===== src/rtl/regfile_pkg.sv =====
// regfile_pkg: shared widths, source ids and the write-back request type
package regfile_pkg;
  localparam int XLEN = 32;
  localparam int NREG = 32;
  localparam int REG_AW = 5;
  typedef enum logic [1:0] {SRC_NONE, SRC_ALU, SRC_LD, SRC_FP} src_t;
  typedef struct packed {
    logic [REG_AW-1:0] rd;
    logic [XLEN-1:0]   data;
  } wb_req_t;
endpackage


===== src/rtl/regfile_wb_arbiter_hold_slot.sv =====
// wb_hold_slot: one-entry valid/ready holding register for a write-back source
//   clk, rst (sync, active-low)
//   in_valid, in_req : offered result; accepted when in_valid && ready
//   grant            : arbiter is draining this slot this cycle
//   ready            : slot empty, or being drained this cycle
//   full, req        : held result
module wb_hold_slot
  import regfile_pkg::*;
(
  input  logic    clk,
  input  logic    rst,
  input  logic    in_valid,
  input  wb_req_t in_req,
  input  logic    grant,
  output logic    ready,
  output logic    full,
  output wb_req_t req
);
  assign ready = !full || grant;
  always_ff @(posedge clk)
    if (!rst) begin
      full <= 1'b0;
      req  <= '0;
    end else if (in_valid && ready) begin
      full <= 1'b1;
      req  <= in_req;
    end else if (grant) begin
      full <= 1'b0;
    end
endmodule


===== src/rtl/regfile_wb_arbiter.sv =====
// regfile_wb_arbiter: merges ALU, load and FPU results onto the register-file write port
//   clk, rst (sync, active-low)
//   alu_valid/alu_rd/alu_data : single-cycle ALU result, no back-pressure
//   ld_*/fp_*                 : valid/ready load and FPU results, one holding slot each
//   issue_valid/issue_rd      : long-latency op issued; marks its destination busy
//   write_flag/write_reg/write_data : registered register-file write
//   busy_mask                 : pending load/FPU write per register
//   wb_stall                  : ALU must stay idle so a starved slot can drain
module regfile_wb_arbiter
  import regfile_pkg::*;
#(
  parameter int STARVE_LIMIT = 4
) (
  input  logic              clk,
  input  logic              rst,
  input  logic              alu_valid,
  input  logic [REG_AW-1:0] alu_rd,
  input  logic [XLEN-1:0]   alu_data,
  input  logic              ld_valid,
  output logic              ld_ready,
  input  logic [REG_AW-1:0] ld_rd,
  input  logic [XLEN-1:0]   ld_data,
  input  logic              fp_valid,
  output logic              fp_ready,
  input  logic [REG_AW-1:0] fp_rd,
  input  logic [XLEN-1:0]   fp_data,
  input  logic              issue_valid,
  input  logic [REG_AW-1:0] issue_rd,
  output logic              write_flag,
  output logic [REG_AW-1:0] write_reg,
  output logic [XLEN-1:0]   write_data,
  output logic [NREG-1:0]   busy_mask,
  output logic              wb_stall
);
  localparam int CW = $clog2(STARVE_LIMIT + 1);
  src_t          grant, slot_pick, last_grant;
  logic          ld_full, fp_full, any_full, slot_grant;
  wb_req_t       ld_req, fp_req, alu_req, win;
  logic [CW-1:0] cnt, cnt_n;
  logic [NREG-1:0] set_m, clr_m;
  wb_hold_slot u_ld (
    .clk(clk), .rst(rst), .in_valid(ld_valid), .in_req({ld_rd, ld_data}),
    .grant(grant == SRC_LD), .ready(ld_ready), .full(ld_full), .req(ld_req)
  );
  wb_hold_slot u_fp (
    .clk(clk), .rst(rst), .in_valid(fp_valid), .in_req({fp_rd, fp_data}),
    .grant(grant == SRC_FP), .ready(fp_ready), .full(fp_full), .req(fp_req)
  );
  // A stalled ALU is simply not eligible, so a stall always hands the port to a slot
  // and an illegal alu_valid during a stall is dropped.
  always_comb begin
    alu_req    = '{rd: alu_rd, data: alu_data};
    any_full   = ld_full || fp_full;
    slot_pick  = (ld_full && fp_full) ? ((last_grant == SRC_FP) ? SRC_LD : SRC_FP)
               : (ld_full ? SRC_LD : SRC_FP);
    grant      = (alu_valid && !wb_stall) ? SRC_ALU : (any_full ? slot_pick : SRC_NONE);
    slot_grant = (grant == SRC_LD) || (grant == SRC_FP);
    win        = (grant == SRC_LD) ? ld_req : ((grant == SRC_FP) ? fp_req : alu_req);
    cnt_n      = slot_grant ? '0
               : ((any_full && cnt != CW'(STARVE_LIMIT)) ? cnt + CW'(1) : cnt);
    set_m      = issue_valid ? (NREG'(1) << issue_rd) : '0;
    clr_m      = slot_grant ? (NREG'(1) << win.rd) : '0;
  end
  always_ff @(posedge clk)
    if (!rst) begin
      write_flag <= 1'b0;
      write_reg  <= '0;
      write_data <= '0;
      busy_mask  <= '0;
      wb_stall   <= 1'b0;
      cnt        <= '0;
      last_grant <= SRC_FP;
    end else begin
      write_flag <= (grant != SRC_NONE) && (win.rd != '0);
      if (grant != SRC_NONE) begin
        write_reg  <= win.rd;
        write_data <= win.data;
      end
      if (slot_grant) last_grant <= grant;
      cnt       <= cnt_n;
      wb_stall  <= cnt_n == CW'(STARVE_LIMIT);
      // set after clear so a re-issue to the register being written stays pending
      busy_mask <= ((busy_mask & ~clr_m) | set_m) & ~NREG'(1);
    end
endmodule


===== config.mk =====
export PLATFORM = sky130hd
export DESIGN_NAME = regfile_wb_arbiter
export DESIGN_NICKNAME = d
export VERILOG_FILES = /design/src/rtl/regfile_pkg.sv /design/src/rtl/regfile_wb_arbiter_hold_slot.sv /design/src/rtl/regfile_wb_arbiter.sv
export SDC_FILE = /design/constraint.sdc
export NUM_CORES = 1
export LEC_CHECK = 0
export ABC_AREA = 1
export CAP_MARGIN = 20
export CORE_MARGIN = 4
export CORE_UTILIZATION = 40
export CTS_CLUSTER_SIZE = 8
export DETAILED_ROUTE_END_ITERATION = 16
export GPL_TIMING_DRIVEN = 0
export PLACE_DENSITY = 0.66
export SLEW_MARGIN = 20
export SYNTH_ARGS = -nofsm -noshare
export SYNTH_HDL_FRONTEND = slang
export SYNTH_SLANG_ARGS = --single-unit

===== constraint.sdc =====
create_clock -name clk -period 2 [get_ports clk]
set_input_delay 0.4 -clock clk [delete_from_list [all_inputs] [get_ports clk]]
set_output_delay 0.4 -clock clk [all_outputs]
set_load 0.005 [all_outputs]

==> results of run 1 <==
## kinds of logic (layout without fill, tap and decap cells)
family	after synthesis	in the layout	share of synthesized area [%]
compound gates	168	168	14.5
xor+xnor	1	1	0.137
fa+ha+maj	2	2	0.391
buf+inv	124	353	8.15
flops	151	151	47.2
other cells	1	3	0.0586
simple gates	435	435	29.5
## stage by stage
| step | utilization (%) | instance area (um^2) | cells | hold slack, ns |
|---|---|---|---|---|
| after CTS | 60.2 | 9290 | 1319 | 0.364 |
| after floorplan | - | 6400 | 882 | 0.411 |
| after global routing | 60.7 | 9370 | 1324 | 0.408 |
| after global placement | 55.5 | 8550 | 1282 | 0.449 |
| after detailed placement | 55.5 | 8550 | 1282 | 0.449 |
| final | 60.7 | 9370 | 1324 | 0.383 |
## layout make-up
class,count,share of cell area (%)
timing repair buffer,197,20.9
clock inverter,11,2.08
clock buffer,21,4.91
sequential,151,32.3
tap,211,2.82
buffer,58,3.14
antenna,2,0.0534
inverter,66,2.64
multi-input combinational,607,31.1
## what timing repair did
| item | 4_1_cts | 5_1_grt |
|---|---|---|
| setup endpoints to repair | 9 | 64 |
| gates resized for setup | 13 | 29 |
| pin swaps | 5 | 3 |
| setup buffers | 5 | 3 |
| hold endpoints to repair | 0 | 0 |
## layer usage
metal	vias to the layer above	routed length [um]	track usage, %
li1	3336	-	-
met1	3096	9800	31.8
met2	242	9840	36.3
met3	38	1700	6.37
met4	0	527	8.82
met5	-	0	0
## synthesized netlist by cell type
| library cell | n |
|---|---|
| o211ai_1 | 35 |
| buf_6 | 1 |
| buf_4 | 9 |
| nor2_4 | 7 |
| nand2_2 | 5 |
| buf_1 | 2 |
| clkbuf_2 | 2 |
| buf_2 | 10 |
| nand4_1 | 41 |
| nand2_4 | 1 |
| nand2_1 | 173 |
| dfxtp_1 | 151 |
| o21ai_0 | 88 |
| xor2_1 | 1 |
| a21oi_1 | 45 |
| clkinv_1 | 1 |
| nor4_1 | 5 |
| inv_2 | 6 |
| nand3_1 | 37 |
| conb_1 | 1 |
| nor3_1 | 1 |
| nor2_2 | 3 |
| nor2_1 | 160 |
| inv_1 | 59 |
| ha_1 | 2 |
| clkbuf_1 | 34 |
| nand3_2 | 2 |
## worst paths after layout
path	from	end	cells after the start
worst min register to register	busy_mask[9]	busy_mask[9]	2
worst max-delay path	u_fp.full	write_data[30]	8
worst max register to register	u_fp.full	write_data[30]	8
worst min-delay path	issue_rd[3]	busy_mask[18]	4
## critical path, delay by kind of cell (launching register included)
kind            cells  cell delay [ns]
buf+inv             3             0.69
flops               1             0.37
simple gates        3             0.50
compound gates      2             0.28
## report_power, final
group | internal (mW) | total [mW] | switching, mW | leakage [nW]
clock | 2.29 | 3.57 | 1.28 | 0.310
sequential | 3.25 | 3.37 | 0.126 | 1.25
combinational | 0.674 | 1.46 | 0.783 | 2.27
==> flow_summary_export.csv, run 1 <==
group,metric,value,unit
status,status,"finished clean",
placed_design,routabilityCongestion,0.896,
cts,cts_hold_buf,0,
critical_path,path_cells,"nor2_2 -> inv_2 -> nand2_4 -> clkbuf_1 -> o21ai_0 -> nand3_1 -> o211ai_1 -> inv_1",
yosys,synthesis.area,6400,um^2
final_layout,final-seq-area,3020,um^2
yosys,synth_area_leader_cell,"dfxtp_1",
drt,via_per_inst,5.07,
die,io_pins,195,
placed_design,dpl.hpwl,16.0,mm
final_layout,multi_input_area,2920,um^2
yosys,ys_seq_area_share,47.2,%
cts,clockRootBuffer,"clkbuf_16",
timing,grt_setup_unrepaired,"false",
die,fp-row-count,45,
die,die_x,134,um
critical_path,cp.required,2.36,ns
final_layout,layout-drive-gt1-share,9.18,%
drt,dr.pass1.iters,4,
final_layout,final_nets,1222,
final_layout,mostFrequentLayoutCell,"clkdlybuf4s50_1",
final_layout,top_regs,"u_fp.req (37), u_ld.req (37), write_data (32)",
die,start_util,41.5,%
global_routing,grt_pass1_vias,6386,
cts,clockBufferDepth,2,
timing,setup_viol,0,
job,cap_violations,0,
cts,cts_buffers,17,
drt,routedWlPerCell,16.5,um
critical_path,slowest_delay,0.51,ns
drt,drtAntennaViolNets,0,
global_routing,grt_max_degree,17,
critical_path,worst-setup-path-type,"reg -> reg",
critical_path,cp.arrival,2.27,ns
final_layout,fillers,1503,
timing,finalCritPeriodShare,95.1,%
power_and_ir_drop,power_density,896,nW/um^2
critical_path,critPathSlowestCell,"clkbuf_1",
cts,clock-sinks,151,
power_and_ir_drop,ir_worst_vdd,0.621,mV
yosys,synth_top_cell_area_share,47.2,%
timing,tns,0,ns
placed_design,place_ws,-0.533,ns
die,die_h,134,um
hold_path,hold_path.class,"in -> reg",
yosys,synth_seq_cells,151,
drt,drt_iter0_markers,469,
global_routing,grt_usage,23.6,%
global_routing,grt_pass1_wl,33.3,mm
drt,vias,6712,
cts,clkTransAtPathRegs,0.06,ns
placed_design,io_buffers,189,
timing,hold_viol,0,
global_routing,antenna_found_initial,2,
timing,fin_crit,1.90,ns
yosys,syn_nets,1006,
yosys,synth_area_leaders,"dfxtp_1 (47%), nand2_1 (10%), nor2_1 (9.4%)",
final_layout,area_growth,46.5,%
yosys,yosys_warnings,0,
final_layout,final_cell_mix,"clkdlybuf4s50_1 (186), nand2_1 (169), nor2_1 (157)",
critical_path,endpoint_kind,"register",
yosys,synth.avg_cell_area,7.25,um^2
cts,worstSkewPairLatency,0.42,ns
timing,slew_viol_final,0,
yosys,synth_cell_types,27,
cts,cts.htree.levels,4,
power_and_ir_drop,p_total,8.40,mW
critical_path,cp-start-kind,"register",
timing,setup_ws,0.0975,ns
critical_path,reg2reg_slack,0.1,ns
critical_path,critPathMaxFanout,10,
global_routing,overflow,0,
cts,cts_tree,"yes",
timing,clock_skew,0.00661,ns
die,dieArea,18100,um^2
drt,post-route-drc-count,0,
die,core,15400,um^2
timing,tightest_slew,0.636,ns
yosys,syn_inst,882,
power_and_ir_drop,p_leak,3.82,nW
timing,relSlewSlack,57.6,%
timing,fmax,0.526,GHz
drt,routed_wl,21.9,mm
(Power assumes the default switching activity.)
==> run 2, diff against run 1 <==
- clock period: 2 -> 2.2 ns (I/O delays scaled with it)
==> run 2 against run 1 <==
  * Sequential power down 8.9%
  * Utilization decreased by 0.49 points
  * Cell count is 0.15% lower
  * Largest cell class unchanged
  * Critical path type is now in -> out
  * Non-clock buffer count is 2 lower
  * Critical path depth did not move
  * Critical endpoint is now ld_ready
  * Register-to-register slack better by 0.15 ns
  * Worst setup slack got worse by 0.0018 ns
  * Sequential cell count did not move
  * Power down 9.6%
  * Via count decreased by 0.16%
==> flow_summary_export.csv, run 2 (same netlist as run 1, synthesis figures left out) <==
group,metric,value,unit
status,status,"finished clean",
critical_path,worst-setup-path-type,"in -> out",
final_layout,top_regs,"u_fp.req (37), u_ld.req (37), write_data (32)",
global_routing,grt_max_degree,17,
global_routing,antenna_found_initial,2,
job,cap_violations,0,
cts,clkTransAtPathRegs,0.06,ns
timing,setup_viol,0,
final_layout,layout-drive-gt1-share,8.03,%
timing,relSlewSlack,57.8,%
final_layout,mostFrequentLayoutCell,"clkdlybuf4s50_1",
timing,tightest_slew,0.633,ns
die,die_h,134,um
timing,hold_viol,0,
drt,dr.pass1.iters,5,
power_and_ir_drop,p_leak,3.77,nW
final_layout,fin_util,60.3,%
cts,cts_tree,"yes",
final_layout,final_cell_mix,"clkdlybuf4s50_1 (187), nand2_1 (172), nor2_1 (157)",
placed_design,dpl.hpwl,16.0,mm
final_layout,area_growth,45.3,%
die,dieArea,18100,um^2
power_and_ir_drop,p_total,7.59,mW
timing,clock_skew,0.00615,ns
final_layout,final-seq-area,3020,um^2
placed_design,routabilityCongestion,0.896,
timing,slew_viol_final,0,
die,core,15400,um^2
critical_path,critPathMaxFanout,3,
timing,finalCritPeriodShare,95.7,%
final_layout,multi_input_area,2880,um^2
power_and_ir_drop,ir_worst_vdd,0.561,mV
final_layout,fillers,1509,
die,fp-row-count,45,
cts,clockRootBuffer,"clkbuf_16",
drt,drt_iter0_markers,487,
hold_path,hold_path.class,"in -> reg",
critical_path,cp.required,1.76,ns
timing,fmax,0.475,GHz
drt,drtAntennaViolNets,0,
power_and_ir_drop,power_density,817,nW/um^2
cts,clock-sinks,151,
die,die_x,134,um
global_routing,grt_pass1_wl,33.2,mm
critical_path,cp-start-kind,"primary input",
drt,routedWlPerCell,16.4,um
die,io_pins,195,
cts,cts_buffers,17,
drt,routed_wl,21.7,mm
global_routing,grt_pass1_vias,6360,
drt,via_per_inst,5.07,
drt,post-route-drc-count,0,
drt,vias,6701,
cts,cts.htree.levels,4,
timing,fin_crit,2.10,ns
global_routing,grt_usage,23.6,%
cts,clockBufferDepth,2,
final_layout,final_nets,1220,
cts,worstSkewPairLatency,0.42,ns
global_routing,overflow,0,
critical_path,cp.arrival,1.66,ns
critical_path,endpoint_kind,"output pin",
timing,hold_ws,0.426,ns
placed_design,io_buffers,189,
die,start_util,41.5,%
-- run 2: final timing paths --
path | start | end | slack (ns) | cells after the start
hold / removal | issue_rd[3] | busy_mask[2] | 0.43 | 4
hold reg to reg | busy_mask[9] | busy_mask[9] | 0.46 | 2
setup / recovery | alu_valid | ld_ready | 0.1 | 8
setup reg to reg | wb_stall | busy_mask[24] | 0.25 | 11
-- run 2: worst max-delay path, stage by stage --
cell             delay [ns]
clkdlybuf4s50_1        0.43
inv_1                  0.10
nor2_4                 0.05
buf_6                  0.12
nor2_4                 0.13
nand2_4                0.08
nand2_2                0.10
clkdlybuf4s15_1        0.22
-- run 2: final cells by class --
cell class                      instances  area share [%]
Sequential cell                       151            32.5
Buffer                                 58            2.96
Timing Repair Buffer                  195            20.9
Clock buffer                           21            4.95
Tap cell                              211            2.84
Antenna cell                            2          0.0538
Clock inverter                         11            2.10
Multi-Input combinational cell        607            31.0
Inverter                               66            2.66
-- run 2: stage by stage --
step / std cells / instance area (um^2) / setup WS, ns / TNS [ns]
2_1_floorplan: 882 / 6400 / 0.563 / 0
3_3_place_gp: 1282 / 8550 / -0.353 / -26.04
3_5_place_dp: 1282 / 8550 / -0.373 / -28.13
4_1_cts: 1318 / 9260 / -0.0273 / -0.0273
5_1_grt: 1322 / 9300 / -0.00305 / -0.00305
6_report: 1322 / 9300 / 0.0956 / 0
-- run 2: what timing repair did --
action	in CTS	in global routing
cloned	0	0
hold buffers	0	0
endpoints found under the setup margin	2	26
pin swaps	4	2
setup buffers	4	2
gates resized for setup	8	7
-- run 2: report_power, final --
part / internal [mW] / total (mW) / switching (mW)
Combinational: 0.595 / 1.30 / 0.700
Sequential: 2.95 / 3.07 / 0.115
Clock: 2.08 / 3.23 / 1.15
Total: 5.62 / 7.59 / 1.97
-- run 2: metal layers --
metal	global-route usage (%)	share of wire (%)
met3	6.37	7.1
met1	31.9	45
met4	8.82	2.5
met5	0	0
met2	36.1	45
